File: config.mk
export PLATFORM = sky130hd
export DESIGN_NAME = mac
export DESIGN_NICKNAME = d
export VERILOG_FILES = /design/src/rtl/dot_types_pkg.sv /design/src/rtl/mac.sv
export SDC_FILE = /design/constraint.sdc
export NUM_CORES = 1
export LEC_CHECK = 0
export ABC_AREA = 1
export CORE_MARGIN = 5
export CORE_UTILIZATION = 60
export CTS_BUF_LIST = sky130_fd_sc_hd__clkbuf_8
export DETAILED_ROUTE_END_ITERATION = 10
export HOLD_SLACK_MARGIN = 0.03
export PLACE_DENSITY = 0.79
export SLEW_MARGIN = 20
export SYNTH_ARGS = -nofsm -noshare
export SYNTH_HDL_FRONTEND = slang
export SYNTH_SLANG_ARGS = --single-unit
File: constraint.sdc
create_clock -name clk -period 4.5 [get_ports clk]
set_input_delay 0.45 -clock clk [delete_from_list [all_inputs] [get_ports clk]]
set_output_delay 0.45 -clock clk [all_outputs]
set_load 0.02 [all_outputs]
File: src/rtl/dot_types_pkg.sv
// Shared width constants and helpers for the dot_engine datapath.
package dot_types_pkg;

  localparam int unsigned DEF_A_WIDTH   = 8;
  localparam int unsigned DEF_B_WIDTH   = 8;
  localparam int unsigned DEF_OUT_WIDTH = 18;

  // Smallest accumulator width that holds a single full-precision product.
  function automatic int unsigned MIN_OUT_W(input int unsigned aw, input int unsigned bw);
    return aw + bw;
  endfunction

endpackage

File: src/rtl/mac.sv
// Three-stage pipelined signed multiply-accumulate lane.
// Stage 1 registers the beat, stage 2 forms the full-precision product,
// stage 3 accumulates and publishes the frame sum on the eof beat.
module mac
  import dot_types_pkg::*;
#(
  parameter int unsigned A_WIDTH   = DEF_A_WIDTH,
  parameter int unsigned B_WIDTH   = DEF_B_WIDTH,
  parameter int unsigned OUT_WIDTH = DEF_OUT_WIDTH
) (
  input  logic                        clk,
  input  logic                        reset,
  input  logic                        enable,
  input  logic signed [A_WIDTH-1:0]   a,
  input  logic signed [B_WIDTH-1:0]   b,
  input  logic                        valid_in,
  input  logic                        eof,
  output logic signed [OUT_WIDTH-1:0] result,
  output logic                        valid_out
);

  localparam int unsigned P_WIDTH = A_WIDTH + B_WIDTH;

  if (OUT_WIDTH < MIN_OUT_W(A_WIDTH, B_WIDTH)) begin : g_width_check
    $fatal(1, "mac: OUT_WIDTH must be at least A_WIDTH+B_WIDTH");
  end

  // Stage 1 state
  logic signed [A_WIDTH-1:0]   a_q;
  logic signed [B_WIDTH-1:0]   b_q;
  logic                        v1_q;
  logic                        e1_q;

  // Stage 2 state
  logic signed [P_WIDTH-1:0]   prod_q;
  logic signed [P_WIDTH-1:0]   prod_d;
  logic                        v2_q;
  logic                        e2_q;

  // Stage 3 state
  logic signed [OUT_WIDTH-1:0] acc_q;
  logic signed [OUT_WIDTH-1:0] acc_d;
  logic signed [OUT_WIDTH-1:0] result_q;
  logic signed [OUT_WIDTH-1:0] result_d;
  logic signed [OUT_WIDTH-1:0] sum_d;
  logic                        valid_q;
  logic                        valid_d;

  // Full-precision signed product of the registered operands.
  always_comb begin
    prod_d = P_WIDTH'(a_q) * P_WIDTH'(b_q);
  end

  // Accumulate step: eof publishes the sum and clears the accumulator in the
  // same edge, so a beat arriving right behind it starts from zero.
  always_comb begin
    sum_d    = acc_q + OUT_WIDTH'(prod_q);
    acc_d    = acc_q;
    result_d = result_q;
    valid_d  = 1'b0;
    if (v2_q) begin
      if (e2_q) begin
        result_d = sum_d;
        valid_d  = 1'b1;
        acc_d    = '0;
      end else begin
        acc_d    = sum_d;
      end
    end
  end

  // Stage 1: capture the incoming beat; eof only counts when the beat is valid.
  always_ff @(posedge clk or posedge reset) begin
    if (reset) begin
      a_q  <= '0;
      b_q  <= '0;
      v1_q <= 1'b0;
      e1_q <= 1'b0;
    end else if (enable) begin
      a_q  <= a;
      b_q  <= b;
      v1_q <= valid_in;
      e1_q <= eof & valid_in;
    end
  end

  // Stage 2: register the product with its qualifiers.
  always_ff @(posedge clk or posedge reset) begin
    if (reset) begin
      prod_q <= '0;
      v2_q   <= 1'b0;
      e2_q   <= 1'b0;
    end else if (enable) begin
      prod_q <= prod_d;
      v2_q   <= v1_q;
      e2_q   <= e1_q;
    end
  end

  // Stage 3: accumulator, held result and the one-cycle valid pulse.
  always_ff @(posedge clk or posedge reset) begin
    if (reset) begin
      acc_q    <= '0;
      result_q <= '0;
      valid_q  <= 1'b0;
    end else if (enable) begin
      acc_q    <= acc_d;
      result_q <= result_d;
      valid_q  <= valid_d;
    end
  end

  assign result    = result_q;
  assign valid_out = valid_q;

endmodule

== Word-level counts from Yosys, hierarchy flattened ==
Index checks and enable logic that the tools add are counted.

* Register bits: 73
* Bits in latches: 0
* RAM bits: 0
* Bits in read-only memories: 0
* Input port bits: 21
* Output and inout port bits: 19
* Word-level logic and storage cells: 18
* Memories kept: 0

* $add $sub $neg: 1
* Multiply operators: 1
* Div/mod/pow operators: 0
* Order comparisons: 0
* Equality and inequality tests: 0
* Shifts and indexed selects: 0
* Muxes and demuxes: 3
* Bitwise logic cells: 1
* Reductions and logical operators: 2

{| class="wikitable"
|+ Operators with widths
! operator !! count
|-
| $add 18x16->18 || 1
|-
| $mux 18 || 1
|-
| $mul 8x8->16 || 1
|-
| $reduce_and 3->1 || 1
|-
| $mux 1 || 2
|-
| $reduce_and 2->1 || 1
|-
| $and 1x1->1 || 1
|}

== Logic depth before layout (Yosys ltp) ==
Gate-level depths: netlist of run 1.

* Depth in word-level cells: 2
* Depth in mapped cells: 22
* Mapped depth without buffers: 21

== Worst setup path after synthesis of run 1 ==
Ideal clock, no wire load.

* Path type: flip-flop to flip-flop
* From: reg b_q[2]
* To: reg prod_q[15]
* Setup time: 0.117 ns
* Data arrival time: 4.047 ns
* Required time: 4.383 ns
* Setup slack: 0.336 ns
* Stages on the path, launching flop included: 20
* Buffers on the path: 1
* Clock period less this slack: 4.164 ns
* Cells stage by stage: dfrtp_1 > clkbuf_1 > nand2_1 > inv_1 > fa_1 > inv_1 > fa_1 > inv_1 > fa_1 > inv_1 > fa_1 > inv_1 > ha_1 > nand2_1 > nor2_1 > nand3_1 > nand3_1 > nand3_1 > nand3_1 > nand2_1

* Word-level cells in the longest chain between the ends: 1

{| class="wikitable"
|+ Ends and longest elaborated chain
! what !! RTL line !! RTL
|-
| from (decl) || mac.sv:30 || <nowiki>logic signed [B_WIDTH-1:0] b_q;</nowiki>
|-
| from (signal assigned) || mac.sv:76 || <nowiki>b_q <= '0;</nowiki>
|-
| from (signal assigned) || mac.sv:81 || <nowiki>b_q <= b;</nowiki>
|-
| $mul 8x8->16 || mac.sv:51 || <nowiki>prod_d = P_WIDTH'(a_q) * P_WIDTH'(b_q);</nowiki>
|-
| to (signal assigned) || mac.sv:94 || <nowiki>prod_q <= prod_d;</nowiki>
|-
| to (decl) || mac.sv:35 || <nowiki>logic signed [P_WIDTH-1:0] prod_q;</nowiki>
|}

No other way between the ends.
A chain may end at the register's enable or synchronous reset.

== Worst setup path in the final report of run 1 ==
* From: reg b_q[4]
* To: reg prod_q[13]

Same word-level chain as after synthesis.

==> flow_summary.yaml, run 1 <==
outcome:
  status: "finished clean"
setup_path:
  critPathSlowestCell: "fa_1"
  critPathBufInv: 6
  cpMostUsedCell: "inv_1"
  r2r_start: "b_q[4]"
  cp.arrival_ns: 4.52
  worstReg2RegEnd: "prod_q[13]"
  endpoint_kind: "flop"
  cpLargestDelayFamily: "adder cells"
  critPathKind: "reg -> reg"
  r2r_setup_slack_ns: 0.24
  cp_max_fo: 8
  slowest_delay_ns: 0.54
  crit_path_start_kind: "flop"
  worstPathCellList: "buf_4, nand2_1, inv_1, fa_1, inv_1, fa_1, inv_1, fa_1, inv_1, fa_1, inv_1, ha_1, nand2_1, a21oi_1, o21ai_0, nand3_1, nand2_1, nand3_1, nand2_1"
  required_ns: 4.77
  ff2ff_path_depth: 19
route:
  wl_per_cell_um: 14.5
  routed_via_density: 5.27
  routed_wl_um: 15100
  drc: 0
  drt-pass1-iter-count: 5
  drtIter0Drc: 490
  ant_nets: 0
  vias: 5481
final_layout:
  nets: 1022
  diodes: 0
  fill_cells: 930
  layout.cells.non_filler: 1040
  drive_gt1_share_pct: 4.20
  fin_area_mm2: 0.00718
  postLayoutCoreUtil_pct: 68.9
  area_growth_pct: 11.4
power_and_ir_drop:
  powerDensity_mw_per_mm2: 633
  peakVddDrop_mv: 0.437
  p_leak_nw: 4.12
  fin_total_pwr_mw: 4.54
yosys:
  ys_types: 30
  synth_area_leaders: "dfrtp_1 28%, nand2_1 17%, fa_1 17%"
  syn_nets: 989
  synth_top_area_share_pct: 28.4
  syn_area_per_cell_um2: 7.44
  synth-seq-area-share_pct: 28.4
  synth-seq-cells: 73
  synth_cells: 866
  ys.warnings.count: 0
  syn-cell-area_mm2: 0.00644
  yosysTopAreaCell: "dfrtp_1"
die:
  dieArea_mm2: 0.0129
  io_pins: 40
  core_area_mm2: 0.0104
  fp.dieW_um: 114
  start_util_pct: 61.8
  rows: 37
  die_h_um: 114
placement:
  gp_congestion: 0.943
  placed_area_mm2: 0.00696
  dp_cells: 1023
  port_buffers: 39
  pre_cts_ws_ns: 0.267
  dp_hpwl_um: 11700
clock_network:
  clk_pin_slew_ns: 0.09
  cts-root-buf: "clkbuf_8"
  cts_tree: "yes"
  clockBufferDepth: 2
  clock_sinks: 73
  numCtsBuffers: 9
  h-tree-depth: 3
  clk_latency_ns: 0.38
sta:
  hold_viol: 0
  setup_viol: 0
  fin_crit_sh_pct: 94.6
  setup_ws_ns: 0.243
  relSlewSlack_pct: 38.3
  worst_pin_slew_ns: 0.925
  drv_slew: 0
  fin_crit_ns: 4.26
  clock_skew_ns: 0.0124
  max_freq_mhz: 235
grt:
  grt_pass1_vias: 5575
  grt-ovfl-total: 0
  grt_max_degree: 51
  grt_pass1_wl_um: 26200
  antenna_found_initial: 0
  grt_usage_pct: 25.5
min_path:
  holdPathEnd: "result[14]"
  min_path_type: "reg -> reg"
  hold_depth: 2
  min-delay-start: "result[14]"
run:
  cap_violations: 0
where the power goes:
part / total, mW / internal [mW] / leakage (nW) / switching (mW)
Combinational: 2.92 / 1.13 / 3.11 / 1.79
Sequential: 1.06 / 0.885 / 0.910 / 0.173
Clock: 0.560 / 0.273 / 0.104 / 0.286
Total: 4.54 / 2.29 / 4.12 / 2.25
worst register-to-register path: cells and delay by family (launching register included):
| family | cells | cell delay [ns] |
|---|---|---|
| flops | 1 | 0.42 |
| simple gates | 6 | 0.48 |
| buf+inv | 6 | 0.45 |
| fa+ha+maj | 5 | 2.40 |
| compound gates | 2 | 0.41 |
metal layers:
| metal | GRT usage (%) | vias to the layer above | part of all wire, % |
|---|---|---|---|
| met2 | 38.0 | 184 | 44 |
| li1 | - | 2665 | - |
| met5 | 0 | - | 0 |
| met3 | 4.88 | 30 | 6.9 |
| met4 | 8.81 | 0 | 2.4 |
| met1 | 37.5 | 2602 | 47 |
layout make-up:
cell class	count	area, um2	area share, %
Multi-Input combinational cell	586	3830	53.4
Clock inverter	6	67.6	0.942
Sequential cell	73	1830	25.5
Timing Repair Buffer	49	465	6.49
Clock buffer	10	138	1.92
Tap cell	136	170	2.37
Inverter	180	677	9.43
how the worst max path moves through the flow:
stage,cells after the start,from,end
2_1_floorplan,19,b_q[2],prod_q[15]
3_3_place_gp,18,a_q[7],prod_q[15]
3_5_place_dp,18,a_q[7],prod_q[15]
4_1_cts,18,a_q[7],prod_q[15]
5_1_grt,18,a_q[7],prod_q[15]
6_report,19,b_q[4],prod_q[13]
synthesized netlist by cell type:
master      n
ha_1       46
xnor2_1     9
nor2_1     36
inv_2       2
nand2_2     1
a21oi_2     1
o21ai_1     4
o21bai_1    3
nand3b_1   10
clkinv_1    1
clkbuf_1   21
nor3_1      1
a21oi_1    21
o21ai_0    30
nand3_1    46
nor2_2      3
xor2_1      4
nand4_1     5
buf_2       6
nand2_1   299
a21o_1      3
o31ai_1     1
o211ai_1    1
nand3_2     1
fa_1       56
nor2_4      2
a31oi_1     2
inv_1     177
dfrtp_1    73
and2_1      1
flip-flops by register name, summed over array words and instances (netlist names), 8 cells and up:
name and count:
a_q 8, acc_q 18, b_q 8, prod_q 16
result 18
through the flow:
| step | TNS [ns] | hold slack [ns] |
|---|---|---|
| 3_3_place_gp | 0 | 0.463 |
| 4_1_cts | 0 | 0.492 |
| 5_1_grt | -0.0000440 | 0.519 |
| 2_1_floorplan | 0 | 0.448 |
| 6_report | 0 | 0.489 |
| 3_5_place_dp | 0 | 0.465 |
what timing repair did:
item	CTS	global route
hold buffers	0	0
hold endpoints to repair	0	0
resized for setup	0	2
buffers inserted	0	1
setup endpoints to repair	0	3
logic make-up (layout without fill, tap and decap cells):
kind of cell,after synthesis,count (layout),synth area share (%)
DFF,73,73,28.4
buffers and inverters,207,245,12.2
xor gates and xnor gates,13,13,1.77
and+or+nand+nor,405,405,25.8
adders and majority gates,102,102,26.3
AOI/OAI and AO/OA,66,66,5.54
cell usage in the layout (no fill, tap or decap), types with 21 or more instances in the layout:
master	count
nand3_1	46
fa_1	56
a21oi_1	21
o21ai_0	30
inv_1	176
dfrtp_1	72
ha_1	46
clkdlybuf4s50_1	39
nand2_1	299
nor2_1	36
No activity file was read; power rests on OpenSTA's default activity.
==> inputs of run 2 (changes only) <==
--- a/config.mk
+++ b/config.mk
@@ -12,7 +12,6 @@
 export DETAILED_ROUTE_END_ITERATION = 10
 export HOLD_SLACK_MARGIN = 0.03
 export PLACE_DENSITY = 0.79
-export SLEW_MARGIN = 20
 export SYNTH_ARGS = -nofsm -noshare
 export SYNTH_HDL_FRONTEND = slang
 export SYNTH_SLANG_ARGS = --single-unit
==> flow_summary.yaml, run 2 (synthesized netlist as in run 1, its figures left out) <==
final_layout:
  postLayoutCoreUtil_pct: 68.9
  ff_latch_area_mm2: 0.00183
  area_growth_pct: 11.4
  drive_gt1_share_pct: 4.20
  nets: 1022
  layout.cells.non_filler: 1040
  final_common_cell: "nand2_1"
  final_cell_mix: "299 x nand2_1, 176 x inv_1, 72 x dfrtp_1, 56 x fa_1"
  fill_cells: 931
  multi_input_area_mm2: 0.00383
  diodes: 0
sta:
  drv_slew: 0
  worst_pin_slew_ns: 1.11
  max_freq_mhz: 235
  setup_viol: 0
  setup-tns-final_ns: 0
  hold_viol: 0
  clock_skew_ns: 0.0124
  relSlewSlack_pct: 25.8
  fin_crit_ns: 4.26
  fin_crit_sh_pct: 94.6
  setup_ws_ns: 0.243
clock_network:
  cts-root-buf: "clkbuf_8"
  h-tree-depth: 3
  cts_hold_buf: 0
  clk_pin_slew_ns: 0.09
  cts_tree: "yes"
  clk_latency_ns: 0.38
  numCtsBuffers: 9
  clock_sinks: 73
  clockBufferDepth: 2
grt:
  grt_usage_pct: 25.5
  grt-ovfl-total: 0
  grt_pass1_wl_um: 26200
  antenna_found_initial: 0
  grt_pass1_vias: 5575
  grt_max_degree: 51
setup_path:
  cpMostUsedCell: "inv_1"
  crit_path_start_kind: "flop"
  required_ns: 4.77
  worstPathCellList: "buf_4, nand2_1, inv_1, fa_1, inv_1, fa_1, inv_1, fa_1, inv_1, fa_1, inv_1, ha_1, nand2_1, a21oi_1, o21ai_0, nand3_1, nand2_1, nand3_1, nand2_1"
  critPathSlowestCell: "fa_1"
  critPathKind: "reg -> reg"
  cp.arrival_ns: 4.52
  cp_max_fo: 8
  endpoint_kind: "flop"
  slowest_delay_ns: 0.54
power_and_ir_drop:
  powerDensity_mw_per_mm2: 633
  swShare_pct: 49.5
  fin_total_pwr_mw: 4.54
  clock_power_share_pct: 12.3
  combPwrFrac_pct: 64.4
  p_seq_share_pct: 23.3
  switching_power_mw: 2.25
  peakVddDrop_mv: 0.437
  p_leak_nw: 4.13
  internal_power_mw: 2.29
placement:
  pre_cts_ws_ns: 0.267
  gp_congestion: 0.943
  dp_cells: 1023
  port_buffers: 39
  dp_hpwl_um: 11700
route:
  wl_per_cell_um: 14.5
  ant_nets: 0
  routed_wl_um: 15100
  routed_via_density: 5.27
  drtIter0Drc: 490
  drc: 0
  vias: 5477
  drt-pass1-iter-count: 5
die:
  fp.dieW_um: 114
  start_util_pct: 61.8
  die_h_um: 114
  rows: 37
  io_pins: 40
  dieArea_mm2: 0.0129
  core_area_mm2: 0.0104
outcome:
  status: "finished clean"
run:
  cap_violations: 0
min_path:
  min_path_type: "reg -> reg"
run 2: final timing paths:
| kind | startpoint | to | slack [ns] | depth (start not counted) |
|---|---|---|---|---|
| max | b_q[4] | prod_q[13] | 0.24 | 19 |
| min | result[14] | result[14] | 0.49 | 2 |
| max reg2reg | b_q[4] | prod_q[13] | 0.24 | 19 |
| min reg2reg | result[14] | result[14] | 0.49 | 2 |
| max in group asynchronous | reset | prod_q[15] | 2.89 | 3 |
| min in group asynchronous | reset | prod_q[4] | 0.67 | 2 |
run 2: cell type report:
| type | instances | share of cell area [%] |
|---|---|---|
| clock buffers | 10 | 1.92 |
| repair buffers | 49 | 6.49 |
| clock inverters | 6 | 0.942 |
| well taps | 136 | 2.37 |
| multi-input cells | 586 | 53.4 |
| flip-flops and latches | 73 | 25.5 |
| inverters | 180 | 9.42 |
run 2: repair_timing:
item                       CTS  global route
gates resized for setup      0             2
buffers inserted             0             1
setup endpoints to repair    0             3
hold endpoints to repair     0             0
run 2: metrics by stage:
step | area [um2] | hold WS (ns)
6_report | 7170 | 0.489
5_1_grt | 7170 | 0.519
4_1_cts | 7170 | 0.492
3_5_place_dp | 6960 | 0.465
3_3_place_gp | 6960 | 0.463
2_1_floorplan | 6440 | 0.448
run 2: per-layer routing:
| layer | GRT usage [%] | routed length [um] |
|---|---|---|
| met5 | 0 | 0 |
| met4 | 8.81 | 359 |
| met3 | 4.88 | 1030 |
| met2 | 38.0 | 6600 |
| met1 | 37.5 | 7140 |
run 2: critical path: cells and delay by family, from the launching register on:
| kind | cells | cell delay, ns |
|---|---|---|
| adder cells (fa/ha/maj) | 5 | 2.40 |
| AND/OR/NAND/NOR | 6 | 0.48 |
| buffers and inverters | 6 | 0.45 |
| flip-flops | 1 | 0.42 |
| AO/OA/AOI/OAI | 2 | 0.40 |
run 2: power groups by stage:
stage	Combinational (mW)	Clock [mW]	Sequential, mW
5_1_grt	3.34	0.592	1.09
3_5_place_dp	2.89	0	1.07
6_report	2.92	0.560	1.06
2_1_floorplan	2.12	0	1.10
4_1_cts	2.91	0.567	1.06
3_3_place_gp	2.83	0	1.06
